===== config.mk =====
export PLATFORM = sky130hd
export DESIGN_NAME = ggt_sched_flat
export DESIGN_NICKNAME = d
export VERILOG_FILES = /design/src/rtl/ggt_pkg.sv /design/src/rtl/ggt_sched_if.sv /design/src/rtl/ggt_rr_arbiter.sv /design/src/rtl/ggt_sched.sv /design/src/flat_wrapper.sv
export SDC_FILE = /design/constraint.sdc
export NUM_CORES = 1
export LEC_CHECK = 0
export BUFFER_PORTS_ARGS = -buffer_cell sky130_fd_sc_hd__buf_4
export CAP_MARGIN = 20
export CORE_MARGIN = 2
export CORE_UTILIZATION = 43
export DETAILED_ROUTE_END_ITERATION = 16
export GPL_TIMING_DRIVEN = 0
export PLACE_DENSITY_LB_ADDON = 0.12
export SYNTH_ARGS = -nofsm -noshare
export SYNTH_HDL_FRONTEND = slang
export SYNTH_HIERARCHICAL = 1
export SYNTH_SLANG_ARGS = --single-unit

===== constraint.sdc =====
create_clock -name clk -period 4.4 [get_ports clk]
set_clock_uncertainty 0.2 [all_clocks]
set_input_delay 0 -clock clk [delete_from_list [all_inputs] [get_ports clk]]
set_output_delay 0 -clock clk [all_outputs]
set_load 0.03 [all_outputs]

===== src/rtl/ggt_pkg.sv =====
// Shared defaults and state type for the GCD request scheduler.
package ggt_pkg;

  localparam int GGT_W       = 16;
  localparam int GGT_N_REQ   = 4;
  localparam int GGT_TIMEOUT = 65535;

  typedef enum logic [2:0] {
    IDLE,
    START,
    ARM,
    WAIT,
    DONE
  } ggt_sched_state_t;

endpackage


===== src/rtl/ggt_sched_if.sv =====
// Requester-side bundle of the GCD scheduler: per-requester request levels,
// packed operand pairs, and the one-hot grant/completion returns with result.
interface ggt_sched_if
  import ggt_pkg::*;
#(
  parameter int N_REQ = GGT_N_REQ,
  parameter int W     = GGT_W
);

  logic [N_REQ-1:0]   req_i;
  logic [N_REQ*W-1:0] zahl1_i;
  logic [N_REQ*W-1:0] zahl2_i;
  logic [N_REQ-1:0]   gnt_o;
  logic [N_REQ-1:0]   done_o;
  logic [W-1:0]       ergebnis_o;
  logic               err_o;

  modport master (
    output req_i, zahl1_i, zahl2_i,
    input  gnt_o, done_o, ergebnis_o, err_o
  );

  modport slave (
    input  req_i, zahl1_i, zahl2_i,
    output gnt_o, done_o, ergebnis_o, err_o
  );

endinterface


===== src/rtl/ggt_rr_arbiter.sv =====
// Combinational round-robin pick: the first active request at or after ptr
// (wrapping) wins. The pointer itself is owned by the scheduler.
module ggt_rr_arbiter #(
  parameter int N_REQ = 4,
  parameter int IW    = 2
) (
  input  logic [N_REQ-1:0] req,
  input  logic [IW-1:0]    ptr,
  output logic [N_REQ-1:0] gnt,
  output logic [IW-1:0]    idx,
  output logic             any
);

  logic [IW:0] cand;

  // Walk the requesters starting at ptr and take the first one that asks.
  always_comb begin
    gnt  = '0;
    idx  = '0;
    any  = 1'b0;
    cand = '0;
    for (int i = 0; i < N_REQ; i++) begin
      cand = {1'b0, ptr} + (IW + 1)'(i);
      if (cand >= (IW + 1)'(N_REQ)) begin
        cand = cand - (IW + 1)'(N_REQ);
      end
      if (!any && req[cand[IW-1:0]]) begin
        gnt[cand[IW-1:0]] = 1'b1;
        idx               = cand[IW-1:0];
        any               = 1'b1;
      end
    end
  end

endmodule


===== src/rtl/ggt_sched.sv =====
// Round-robin scheduler sharing one Euclid GCD core among several requesters.
// Zero operands are answered without the core; a watchdog bounds the wait.
module ggt_sched
  import ggt_pkg::*;
#(
  parameter int N_REQ   = GGT_N_REQ,
  parameter int W       = GGT_W,
  parameter int TIMEOUT = GGT_TIMEOUT
) (
  input  logic         clk,
  input  logic         rst,
  ggt_sched_if.slave   req_if,
  output logic         busy_o,
  output logic         core_start_o,
  output logic [W-1:0] core_zahl1_o,
  output logic [W-1:0] core_zahl2_o,
  input  logic [W-1:0] core_ergebnis_i,
  input  logic         core_valid_i
);

  localparam int IW  = $clog2(N_REQ);
  localparam int WDW = $clog2(TIMEOUT + 1);
  localparam logic [WDW-1:0] WD_LAST = WDW'(TIMEOUT - 1);
  localparam logic [IW-1:0]  LAST_ID = IW'(N_REQ - 1);

  ggt_sched_state_t state, state_n;

  logic [IW-1:0]    ptr;
  logic [IW-1:0]    id;
  logic [IW-1:0]    pick_idx;
  logic [N_REQ-1:0] pick_gnt;
  logic             pick_any;
  logic [W-1:0]     pick_a;
  logic [W-1:0]     pick_b;
  logic [N_REQ-1:0] gnt;
  logic [N_REQ-1:0] done;
  logic [W-1:0]     result;
  logic             err;
  logic [WDW-1:0]   wdog;
  logic             wd_expired;

  ggt_rr_arbiter #(
    .N_REQ (N_REQ),
    .IW    (IW)
  ) u_arb (
    .req (req_if.req_i),
    .ptr (ptr),
    .gnt (pick_gnt),
    .idx (pick_idx),
    .any (pick_any)
  );

  assign pick_a     = req_if.zahl1_i[int'(pick_idx) * W +: W];
  assign pick_b     = req_if.zahl2_i[int'(pick_idx) * W +: W];
  assign wd_expired = (wdog == WD_LAST);

  // State register; reset drops any in-flight job without a completion.
  always_ff @(posedge clk or posedge rst) begin
    if (rst) begin
      state <= IDLE;
    end else begin
      state <= state_n;
    end
  end

  // Next state plus the grant and done pulses. Grant is held off while rst
  // is high so a request waiting through reset is not shown a grant early.
  always_comb begin
    state_n = state;
    gnt     = '0;
    done    = '0;
    unique case (state)
      IDLE: begin
        if (pick_any && !rst) begin
          gnt     = pick_gnt;
          state_n = (pick_a == '0 || pick_b == '0) ? DONE : START;
        end
      end
      START:   state_n = ARM;
      ARM:     state_n = WAIT;
      WAIT: begin
        if (core_valid_i || wd_expired) begin
          state_n = DONE;
        end
      end
      DONE: begin
        done[id] = 1'b1;
        state_n  = IDLE;
      end
      default: state_n = IDLE;
    endcase
  end

  // Job bookkeeping: operand capture, pointer advance, watchdog and result.
  always_ff @(posedge clk or posedge rst) begin
    if (rst) begin
      ptr          <= '0;
      id           <= '0;
      core_zahl1_o <= '0;
      core_zahl2_o <= '0;
      result       <= '0;
      err          <= 1'b0;
      wdog         <= '0;
    end else begin
      case (state)
        IDLE: begin
          if (pick_any) begin
            id           <= pick_idx;
            core_zahl1_o <= pick_a;
            core_zahl2_o <= pick_b;
            ptr          <= (pick_idx == LAST_ID) ? '0 : pick_idx + IW'(1);
            err          <= 1'b0;
            if (pick_a == '0) begin
              result <= pick_b;
            end else if (pick_b == '0) begin
              result <= pick_a;
            end
          end
        end
        ARM: wdog <= '0;
        WAIT: begin
          if (core_valid_i) begin
            result <= core_ergebnis_i;
          end else if (wd_expired) begin
            result <= '0;
            err    <= 1'b1;
          end else begin
            wdog <= wdog + WDW'(1);
          end
        end
        default: ;
      endcase
    end
  end

  assign req_if.gnt_o      = gnt;
  assign req_if.done_o     = done;
  assign req_if.ergebnis_o = result;
  assign req_if.err_o      = err && (state == DONE);
  assign busy_o            = (state != IDLE);
  assign core_start_o      = (state == START);

endmodule


===== src/flat_wrapper.sv =====
// flat-port wrapper written by rule: the top's interface ports become plain ports
module ggt_sched_flat import ggt_pkg::*;
#(
  parameter int N_REQ   = GGT_N_REQ,
  parameter int W       = GGT_W,
  parameter int TIMEOUT = GGT_TIMEOUT
)
  (clk, rst, busy_o, core_start_o, core_zahl1_o, core_zahl2_o, core_ergebnis_i, core_valid_i, req_if_req_i, req_if_zahl1_i, req_if_zahl2_i, req_if_gnt_o, req_if_done_o, req_if_ergebnis_o, req_if_err_o);
  ggt_sched_if #(.N_REQ(N_REQ), .W(W)) req_if_i ();
  input  logic clk;
  input  logic rst;
  output logic busy_o;
  output logic core_start_o;
  output logic [W-1:0] core_zahl1_o;
  output logic [W-1:0] core_zahl2_o;
  input  logic [W-1:0] core_ergebnis_i;
  input  logic core_valid_i;
  input wire logic [$bits(req_if_i.req_i)-1:0] req_if_req_i;
  input wire logic [$bits(req_if_i.zahl1_i)-1:0] req_if_zahl1_i;
  input wire logic [$bits(req_if_i.zahl2_i)-1:0] req_if_zahl2_i;
  output wire logic [$bits(req_if_i.gnt_o)-1:0] req_if_gnt_o;
  output wire logic [$bits(req_if_i.done_o)-1:0] req_if_done_o;
  output wire logic [$bits(req_if_i.ergebnis_o)-1:0] req_if_ergebnis_o;
  output wire logic [$bits(req_if_i.err_o)-1:0] req_if_err_o;
  assign req_if_i.req_i = req_if_req_i;
  assign req_if_i.zahl1_i = req_if_zahl1_i;
  assign req_if_i.zahl2_i = req_if_zahl2_i;
  assign req_if_gnt_o = req_if_i.gnt_o;
  assign req_if_done_o = req_if_i.done_o;
  assign req_if_ergebnis_o = req_if_i.ergebnis_o;
  assign req_if_err_o = req_if_i.err_o;
  ggt_sched #(.N_REQ(N_REQ), .W(W), .TIMEOUT(TIMEOUT)) u_core (.clk(clk), .rst(rst), .req_if(req_if_i), .busy_o(busy_o), .core_start_o(core_start_o), .core_zahl1_o(core_zahl1_o), .core_zahl2_o(core_zahl2_o), .core_ergebnis_i(core_ergebnis_i), .core_valid_i(core_valid_i));
endmodule

==> results of run 1 <==
[cell families after synthesis]
kind of cell    count (synthesis)  synth area share
compound gates                 80             0.106
xor+xnor                       14            0.0264
fa+ha+maj                       8            0.0215
buf+inv                        41            0.0455
flops                          72             0.388
mux                            55             0.230
simple gates                  190             0.183
[tightest hold or removal path, delay by kind of cell]
family,cells,cell delay [ns]
buf+inv,3,1.02
[per-stage QoR]
step	instance area, µm²	std cells	power (mW)	hold WS [ns]	setup TNS, ns
after floorplan	4650	460	3.86	0.00679	0
final	7720	913	6.97	0.0353	0
after global placement	6380	804	5.07	0.123	-10.12
after global routing	7720	913	7.33	0.0470	-0.0237
after detailed placement	6410	805	5.14	-0.148	-11.54
after CTS	7630	908	6.67	0.00216	0
[area by class of cell]
| type | instances | area [µm²] |
|---|---|---|
| Buffer | 32 | 239 |
| Clock buffer | 9 | 124 |
| Clock inverter | 7 | 95.1 |
| Fill cell | 751 | 2700 |
| Inverter | 9 | 36.3 |
| Multi-Input combinational cell | 347 | 2750 |
| Sequential cell | 72 | 1800 |
| Tap cell | 136 | 170 |
| Timing Repair Buffer | 301 | 2500 |
[routing by layer]
metal  GRT usage  vias up
met5           0        -
met4       0.131        0
met3      0.0753       38
met2       0.520      271
met1       0.393     2477
li1            -     2297
[sequential cells by signal, summed over array words and instances (netlist names)]
signal	flops
u_core/core_zahl1_o	16
u_core/core_zahl2_o	16
u_core/req_if.ergebnis_o	16
u_core/wdog	16
u_core/state	3
u_core/id	2
u_core/ptr	2
u_core/err	1
[placed cells by master, fill, tap and decap left out, types with 4 or more instances in the layout]
cell	count
buf_4	232
nand2_1	116
dfrtp_1	71
dlygate4sd3_1	65
a21oi_1	49
mux4_2	35
nor2_1	23
clkbuf_1	17
nor3_1	10
mux2_4	10
xnor2_1	10
clkbuf_8	9
buf_6	8
mux2_2	8
a22oi_1	8
inv_1	7
ha_1	7
nand4_1	6
o21ai_0	6
nor4_1	5
and3_1	5
nand3_1	5
nor4_4	4
buf_12	4
o31ai_1	4
xor2_1	4
[timing repair]
| action | CTS | global route |
|---|---|---|
| buffers inserted | 20 | 5 |
| pin swaps | 6 | 6 |
| endpoints found under the hold margin | 114 | 0 |
| resized for setup | 29 | 14 |
| gates cloned | 2 | 0 |
| endpoints found under the setup margin | 18 | 17 |
| hold buffers | 65 | 0 |
[power groups by stage]
stage	combinational (mW)	sequential [mW]	clock [mW]
after global placement	3.94	1.13	0
final	5.26	1.12	0.585
after CTS	4.96	1.12	0.591
after floorplan	2.32	1.53	0
after global routing	5.55	1.15	0.626
after detailed placement	4.00	1.14	0
[path summary, 6_finish.rpt]
| path | from | endpoint |
|---|---|---|
| setup / recovery | u_core/ptr[0]$_DFFE_PP0P_ | u_core/req_if.ergebnis_o[9]$_DFFE_PP0P_ |
| setup reg to reg | u_core/ptr[0]$_DFFE_PP0P_ | u_core/req_if.ergebnis_o[9]$_DFFE_PP0P_ |
| hold / removal | rst | u_core/state[2]$_DFFE_PP0P_ |
| max in group asynchronous | rst | u_core/core_zahl2_o[9]$_DFFE_PP0P_ |
| hold reg to reg | u_core/core_zahl1_o[0]$_DFFE_PP0P_ | u_core/core_zahl1_o[0]$_DFFE_PP0P_ |
| min in group clk | req_if_zahl1_i[1] | u_core/core_zahl1_o[1]$_DFFE_PP0P_ |
==> results_dict.tcl, run 1 <==
set metrics [dict create \
    status "completed" \
    synth_top_area_frac 0.388 \
    cts-root-buf "clkbuf_8" \
    switching_share 0.462 \
    critPathTopFamily "multiplexers" \
    setup_slack_ns 0.0585 \
    async_flop_share 1.00 \
    antenna_found_initial 0 \
    cts_made_buffers 9 \
    coreArea_mm2 0.0104 \
    port_buffers 208 \
    areaGrowthSynthToFinish_pct 66.1 \
    cts_tree "yes" \
    p_leak_nw 3.67 \
    yosysTopAreaCell "dfrtp_1" \
    cp_data_arrival_time_ns 4.37 \
    drive_gt1_frac 0.434 \
    fin_nets 931 \
    dr_wl_met2_um 8630 \
    grt_pass1_wl_um 27600 \
    via_per_inst 5.57 \
    yosysWarnings 6 \
    grt_max_degree 46 \
    worstPathCellList "buf_6, buf_12, buf_4, mux4_1, a21oi_1, o31ai_4, buf_6, bufbuf_16, mux4_2, nor4_1, and4_1, buf_6, a41o_4, a2bb2oi_4, buf_4, mux2_2" \
    slew_headroom 0.501 \
    synthTopCellsByCount "nand2_1, dfrtp_1, a21oi_1, mux4_2, nor2_1" \
    synth.ff_latch_count 72 \
    yosysSeqAreaShare 0.388 \
    routed_wl_um 17400 \
    crit_cells 16 \
    synth-edff-count 0 \
    first_iter_violations 288 \
    ir_drop_uv 651 \
    pwr_density_cell_mw_per_mm2 903 \
    synth_fp_nets 619 \
    cp_common_cell "buf_6" \
    intPower_mw 3.75 \
    synthesis.area_mm2 0.00465 \
    met3_length_um 1580 \
    cp_max_fo 8 \
    grt_pass1_vias 5319 \
    cp-end-kind "flip-flop" \
    drv_cap 0 \
    hpwl_um 12700 \
    clk_latency_ns 0.35 \
    rr_worst_depth 16 \
    max_stage_delay_ns 0.61 \
    cts_buffer_depth 2 \
    avgSynthCellArea_um2 10.1 \
    wl_met1_um 6730 \
    finalHoldViolCount 0 \
    worst_pin_slew_ns 0.743 \
    cp_num_buf_inv 7 \
    ff2ff_setup_slack_ns 0.06 \
    die_h_um 108 \
    hold_path_class "input port to async pin" \
    required_ns 4.43 \
    drt-wirelength-per-cell_um 19.1 \
    htree_levels 3 \
    synth.most_common_cell "nand2_1" \
    ant_nets 0 \
    start_util 0.446 \
    gp_congestion 0.925 \
    power_frac_seq 0.161 \
    netlist_instances 460 \
    critPathLaunchType "flip-flop" \
    min_period_ns 4.34 \
    cts.clk_slew.worst_paths_ns 0.08 \
    top_layer "met4" \
    netSwitchingPower_mw 3.22 \
    period_share 0.987 \
    rows 37 \
    p_clk_frac 0.084 \
    slowest_stage "mux4_1" \
    vias 5083 \
    clock-sinks 72 \
    timing.fmax_mhz 230 \
    fin_util 0.741 \
    drc 0 \
    synth_cell_types 43 \
    synth-main-ff-cell "dfrtp_1" \
    die_x_um 108 \
    n_antenna_cell 0 \
    pre_cts_ws_ns -0.751 \
    synth.area.top_cells "dfrtp_1, mux4_2, nand2_1" \
    globalRouteTotalUtil 0.313 \
    slew_violations 0 \
    worstSetupPathType "flip-flop to flip-flop" \
    drt-pass1-iter-count 5 \
    dieArea_mm2 0.0117 \
    setup_viol 0 \
    num_io_pins 210 \
    comb_power_share 0.755 \
    grt_overflow 0 \
]
(Power assumes the default switching activity.)
==> inputs of run 2 (changes only) <==
--- a/config.mk
+++ b/config.mk
@@ -8,7 +8,7 @@
 export BUFFER_PORTS_ARGS = -buffer_cell sky130_fd_sc_hd__buf_4
 export CAP_MARGIN = 20
 export CORE_MARGIN = 2
-export CORE_UTILIZATION = 43
+export CORE_UTILIZATION = 46
 export DETAILED_ROUTE_END_ITERATION = 16
 export GPL_TIMING_DRIVEN = 0
 export PLACE_DENSITY_LB_ADDON = 0.12
==> constraint.sdc (replaced) <==
create_clock -name clk -period 4.3 [get_ports clk]
set_clock_uncertainty 0.2 [all_clocks]
set_input_delay 0 -clock clk [delete_from_list [all_inputs] [get_ports clk]]
set_output_delay 0 -clock clk [all_outputs]
set_load 0.03 [all_outputs]
==> run 2 against run 1 <==
  * Design area fell by 0.94%
  * Setup slack improved by 0.0070 ns
  * Worst hold slack got worse by 0.016 ns
  * Combinational power rose by 4%
  * Fmax rose by 2.5%
  * Non-clock buffer count rose by 1
  * Utilization rose by 4.1 points
  * Critical path depth fell by 1
  * Via count rose by 2.4%
  * First-iteration DRC count rose by 5.9%
  * Clock power rose by 3%
  * Sequential power rose by 4%
==> results_dict.tcl, run 2 (synthesis results as in run 1) <==
set metrics [dict create \
    ff2ff_setup_slack_ns 0.07 \
    grt_use_met2 0.538 \
    drive_gt1_frac 0.452 \
    crit_start "u_core/ptr[0]$_DFFE_PP0P_" \
    rows 36 \
    drc 0 \
    max_stage_delay_ns 0.39 \
    worst_pin_slew_ns 0.720 \
    hold_path_class "input port to flip-flop" \
    slew_violations 0 \
    fillers 605 \
    r2r_start "u_core/ptr[0]$_DFFE_PP0P_" \
    pre_cts_ws_ns -0.802 \
    cp_common_cell "buf_6" \
    grt_overflow 0 \
    routed_wl_um 17700 \
    setup_viol 0 \
    port_buffers 208 \
    cp-end-kind "flip-flop" \
    period_share 0.985 \
    ant_nets 0 \
    grt_pass1_wl_um 27500 \
    multi_input_area_mm2 0.00273 \
    timing.fmax_mhz 236 \
    required_ns 4.32 \
    cp_data_arrival_time_ns 4.26 \
    first_iter_violations 305 \
    fin_nets 932 \
    setup-tns-final_ns 0 \
    slowest_stage "mux4_2" \
    drt-wirelength-per-cell_um 19.4 \
    globalRouteTotalUtil 0.322 \
    n_antenna_cell 0 \
    via_per_inst 5.71 \
    die_h_um 105 \
    final_common_cell "buf_4" \
    num_io_pins 210 \
    finalHoldViolCount 0 \
    grt_pass1_vias 5305 \
    met1_usage 0.400 \
    p_leak_nw 3.69 \
    clock-sinks 72 \
    drt-pass1-iter-count 5 \
    ir_drop_uv 802 \
    coreArea_mm2 0.00977 \
    cts.clk_slew.worst_paths_ns 0.08 \
    vias 5206 \
    status "completed" \
    min_period_ns 4.23 \
    worstPathCellList "buf_6, inv_2, ha_4, mux4_2, buf_6, o311ai_0, a32o_2, buf_6, buf_6, mux4_2, nor4_4, a41o_4, a2bb2oi_4, buf_8, mux2_4" \
    fin_util 0.782 \
    hpwl_um 12100 \
    dpl_cell_area_mm2 0.00640 \
    rr_worst_depth 15 \
    htree_levels 3 \
    final_area_mm2 0.00765 \
    critPathLaunchType "flip-flop" \
    whs_ns 0.0191 \
    slew_headroom 0.516 \
    antenna_found_initial 0 \
    start_util 0.475 \
    setup_slack_ns 0.0655 \
    die_x_um 105 \
    cts_made_buffers 9 \
    r2r_end "u_core/req_if.ergebnis_o[3]$_DFFE_PP0P_" \
    dieArea_mm2 0.0109 \
    clk_latency_ns 0.35 \
    pwr_density_cell_mw_per_mm2 944 \
    cts_tree "yes" \
    grt_max_degree 43 \
    cts-root-buf "clkbuf_8" \
    areaGrowthSynthToFinish_pct 64.6 \
    grt_busiest_layer "met2" \
    seqCellArea_mm2 0.00180 \
    drv_cap 0 \
    gp_congestion 0.946 \
    cp_max_fo 10 \
    grt_use_met3 0.0764 \
    worstSetupPathType "flip-flop to flip-flop" \
    cts_buffer_depth 2 \
    rsz0062_at_grt "true" \
    endpoint "u_core/req_if.ergebnis_o[3]$_DFFE_PP0P_" \
    final_cell_mix "buf_4, nand2_1, dfrtp_1" \
]
run 2: power breakdown:
| group | switching (mW) | internal, mW | leakage [nW] |
|---|---|---|---|
| clock | 0.276 | 0.328 | 0.113 |
| sequential | 0.197 | 0.963 | 0.906 |
| combinational | 2.88 | 2.57 | 2.67 |
| total | 3.35 | 3.86 | 3.69 |
run 2: stage by stage:
stage / power, mW / cells
5_1_grt: 7.57 / 911
6_report: 7.22 / 911
3_5_place_dp: 5.25 / 802
3_3_place_gp: 5.16 / 801
4_1_cts: 6.86 / 898
2_1_floorplan: 3.95 / 460
run 2: worst min-delay path by stage:
| stage | from | end | slack, ns | cells past startpoint |
|---|---|---|---|---|
| after floorplan | rst | u_core/state[0]$_DFFE_PP0P_ | 0.007 | 2 |
| after global placement | rst | u_core/state[0]$_DFFE_PP0P_ | 0.12 | 3 |
| after detailed placement | rst | u_core/id[0]$_DFFE_PP0P_ | -0.14 | 2 |
| after CTS | req_if_zahl2_i[32] | u_core/core_zahl2_o[0]$_DFFE_PP0P_ | 0.008 | 4 |
| after global routing | req_if_zahl2_i[32] | u_core/core_zahl2_o[0]$_DFFE_PP0P_ | 0.02 | 4 |
| final | req_if_zahl2_i[32] | u_core/core_zahl2_o[0]$_DFFE_PP0P_ | 0.02 | 4 |
run 2: critical path, delay by kind of cell, from the launching register on:
kind	cells	cell delay (ns)
muxes	3	0.98
buffers and inverters	6	0.89
AOI/OAI and AO/OA	4	1.06
adders and majority gates	1	0.27
and+or+nand+nor	1	0.31
DFF	1	0.38
run 2: what timing repair did:
item | in CTS | in global routing
endpoints found under the setup margin | 18 | 17
hold buffers | 49 | 0
gates cloned | 2 | 0
pin swaps | 6 | 5
setup buffers | 29 | 14
endpoints found under the hold margin | 105 | 0
resized for setup | 31 | 10
run 2: area by class of cell:
| class | count | area share |
|---|---|---|
| Sequential cell | 72 | 0.236 |
| Inverter | 9 | 0.00474 |
| Tap cell | 133 | 0.0218 |
| Buffer | 31 | 0.0306 |
| Clock buffer | 9 | 0.0162 |
| Timing Repair Buffer | 303 | 0.322 |
| Clock inverter | 7 | 0.0126 |
| Multi-Input combinational cell | 347 | 0.357 |
run 2: routing by layer:
metal / share of wire / wire length (µm) / vias to the layer above
met4: 0.044 / 775 / 0
met5: 0 / 0 / -
met1: 0.38 / 6700 / 2523
met3: 0.085 / 1510 / 62
met2: 0.49 / 8710 / 321
li1: - / - / 2300
==> inputs of run 3 (changes only) <==
==> constraint.sdc (replaced) <==
create_clock -name clk -period 4.8 [get_ports clk]
set_clock_uncertainty 0.2 [all_clocks]
set_input_delay 0 -clock clk [delete_from_list [all_inputs] [get_ports clk]]
set_output_delay 0 -clock clk [all_outputs]
set_load 0.03 [all_outputs]
==> run 3 against run 2 <==
  * Clock power is 11% lower
  * Design area fell by 1.8%
  * Setup slack gained 0.11 ns
  * Via count is 1.2% lower
  * Register-to-register slack gained 0.11 ns
  * Count of clock-buffer cells in the layout stayed put
  * Power fell by 17%
  * Combinational power is 19% lower
  * Die area unchanged
  * Critical path type unchanged
  * Largest cell class unchanged
==> results_dict.tcl, run 3 (synthesis results as in run 1) <==
set metrics [dict create \
    rsz0062_at_grt "false" \
    dr_wl_met2_um 8970 \
    p_clk_frac 0.089 \
    switching_share 0.476 \
    n_antenna_cell 0 \
    required_ns 4.83 \
    grt_pass1_vias 5375 \
    globalRouteTotalUtil 0.325 \
    cts_buffer_depth 2 \
    pwr_density_cell_mw_per_mm2 801 \
    dp_cells 802 \
    met3_length_um 1630 \
    cp_common_cell "buf_6" \
    routed_wl_um 17600 \
    setup_viol 0 \
    drt-wirelength-per-cell_um 19.5 \
    max_stage_delay_ns 0.42 \
    antenna_found_initial 0 \
    clk_latency_ns 0.35 \
    cts_tree "yes" \
    wl_met1_um 6420 \
    dieArea_mm2 0.0109 \
    drc 0 \
    coreArea_mm2 0.00977 \
    timing.fmax_mhz 216 \
    vias 5141 \
    port_buffers 208 \
    dpl_cell_area_mm2 0.00640 \
    worstPathCellList "buf_6, inv_1, ha_4, mux4_2, buf_6, o311ai_0, a32o_1, clkbuf_2, clkbuf_4, mux4_2, nor4_1, and4_1, buf_4, a41o_2, a2bb2oi_4, buf_6, mux2_4" \
    via_per_inst 5.70 \
    die_x_um 105 \
    drt-pass1-iter-count 5 \
    slowest_stage "dfrtp_2" \
    comb_power_share 0.736 \
    intPower_mw 3.15 \
    critPathLaunchType "flip-flop" \
    rr_worst_depth 17 \
    slew_violations 0 \
    worstSetupPathType "flip-flop to flip-flop" \
    final_area_mm2 0.00751 \
    clock-sinks 72 \
    die_h_um 105 \
    period_share 0.964 \
    grt_pass1_wl_um 27700 \
    fin_nets 923 \
    drive_gt1_frac 0.398 \
    hpwl_um 12100 \
    areaGrowthSynthToFinish_pct 61.6 \
    power_frac_seq 0.175 \
    status "completed" \
    gp_congestion 0.946 \
    p_leak_nw 3.57 \
    min_period_ns 4.63 \
    final_cell_mix "buf_4, nand2_1, dlygate4sd3_1" \
    ir_drop_uv 620 \
    cp_max_fo 10 \
    worst_pin_slew_ns 0.720 \
    final_common_cell "buf_4" \
    slew_headroom 0.516 \
    pre_cts_ws_ns -0.302 \
    finalHoldViolCount 0 \
    finalNonFillerCells 902 \
    grt_max_degree 43 \
    drv_cap 0 \
    num_io_pins 210 \
    hold_path_class "input port to async pin" \
    first_iter_violations 356 \
    cts_made_buffers 9 \
    ant_nets 0 \
    htree_levels 3 \
    cp-end-kind "flip-flop" \
    cts-root-buf "clkbuf_8" \
    grt_overflow 0 \
    start_util 0.475 \
    setup_slack_ns 0.173 \
    netSwitchingPower_mw 2.86 \
    rows 36 \
    top_layer "met4" \
    cts.clk_slew.worst_paths_ns 0.08 \
    cp_data_arrival_time_ns 4.65 \
]
run 3: cell type report:
class / instances / area, µm²
plain buffers: 32 / 186
flip-flops and latches: 72 / 1800
clock inverters: 7 / 96.3
clock buffers: 9 / 124
inverters: 9 / 36.3
multi-input cells: 347 / 2680
well taps: 133 / 166
fillers: 636 / 2270
repair buffers: 293 / 2410
run 3: critical path, delay by kind of cell (launching register included):
kind / cells / cell delay (ns)
flops: 1 / 0.42
mux: 3 / 1.01
buf+inv: 7 / 1.26
compound gates: 4 / 0.81
simple gates: 2 / 0.51
fa+ha+maj: 1 / 0.29
run 3: power by group through the flow:
stage | logic, mW | registers, mW | clock network (mW)
floorplan | 2.13 | 1.41 | 0
global placement | 3.59 | 1.04 | 0
detailed placement | 3.66 | 1.05 | 0
CTS | 4.19 | 1.04 | 0.543
global route | 4.66 | 1.08 | 0.563
finish | 4.42 | 1.05 | 0.538
run 3: path summary, 6_finish.rpt:
check | from | end | slack (ns)
max in group asynchronous | rst | u_core/req_if.ergebnis_o[1]$_DFFE_PP0P_ | 3.79
min in group clk | core_valid_i | u_core/err$_DFFE_PP0P_ | 0.16
worst min register to register | u_core/core_zahl2_o[14]$_DFFE_PP0P_ | u_core/core_zahl2_o[14]$_DFFE_PP0P_ | 0.28
worst min-delay path | rst | u_core/id[0]$_DFFE_PP0P_ | 0.04
worst max register to register | u_core/ptr[0]$_DFFE_PP0P_ | u_core/req_if.ergebnis_o[3]$_DFFE_PP0P_ | 0.17
worst max-delay path | u_core/ptr[0]$_DFFE_PP0P_ | u_core/req_if.ergebnis_o[3]$_DFFE_PP0P_ | 0.17
run 3: what timing repair did:
action | in CTS | in global routing
hold endpoints to repair | 121 | 0
buffers inserted | 2 | 1
gates resized for setup | 4 | 8
endpoints found under the setup margin | 17 | 17
hold buffers | 81 | 0
pin swaps | 1 | 0
run 3: through the flow:
stage	power, mW	util	hold WS (ns)	TNS [ns]
final	6.01	0.768	0.0449	0
after detailed placement	4.71	0.655	-0.143	-3.64
after floorplan	3.54	-	0.00679	0
after CTS	5.78	0.763	0.0408	0
after global placement	4.63	0.652	0.123	-1.93
after global routing	6.30	0.768	0.0808	0
run 3: routing by layer:
layer  up-vias  global-route usage
met4         0               0.137
met1      2501               0.389
met2       310               0.556
li1       2283                   -
met5         -                   0
met3        47              0.0808
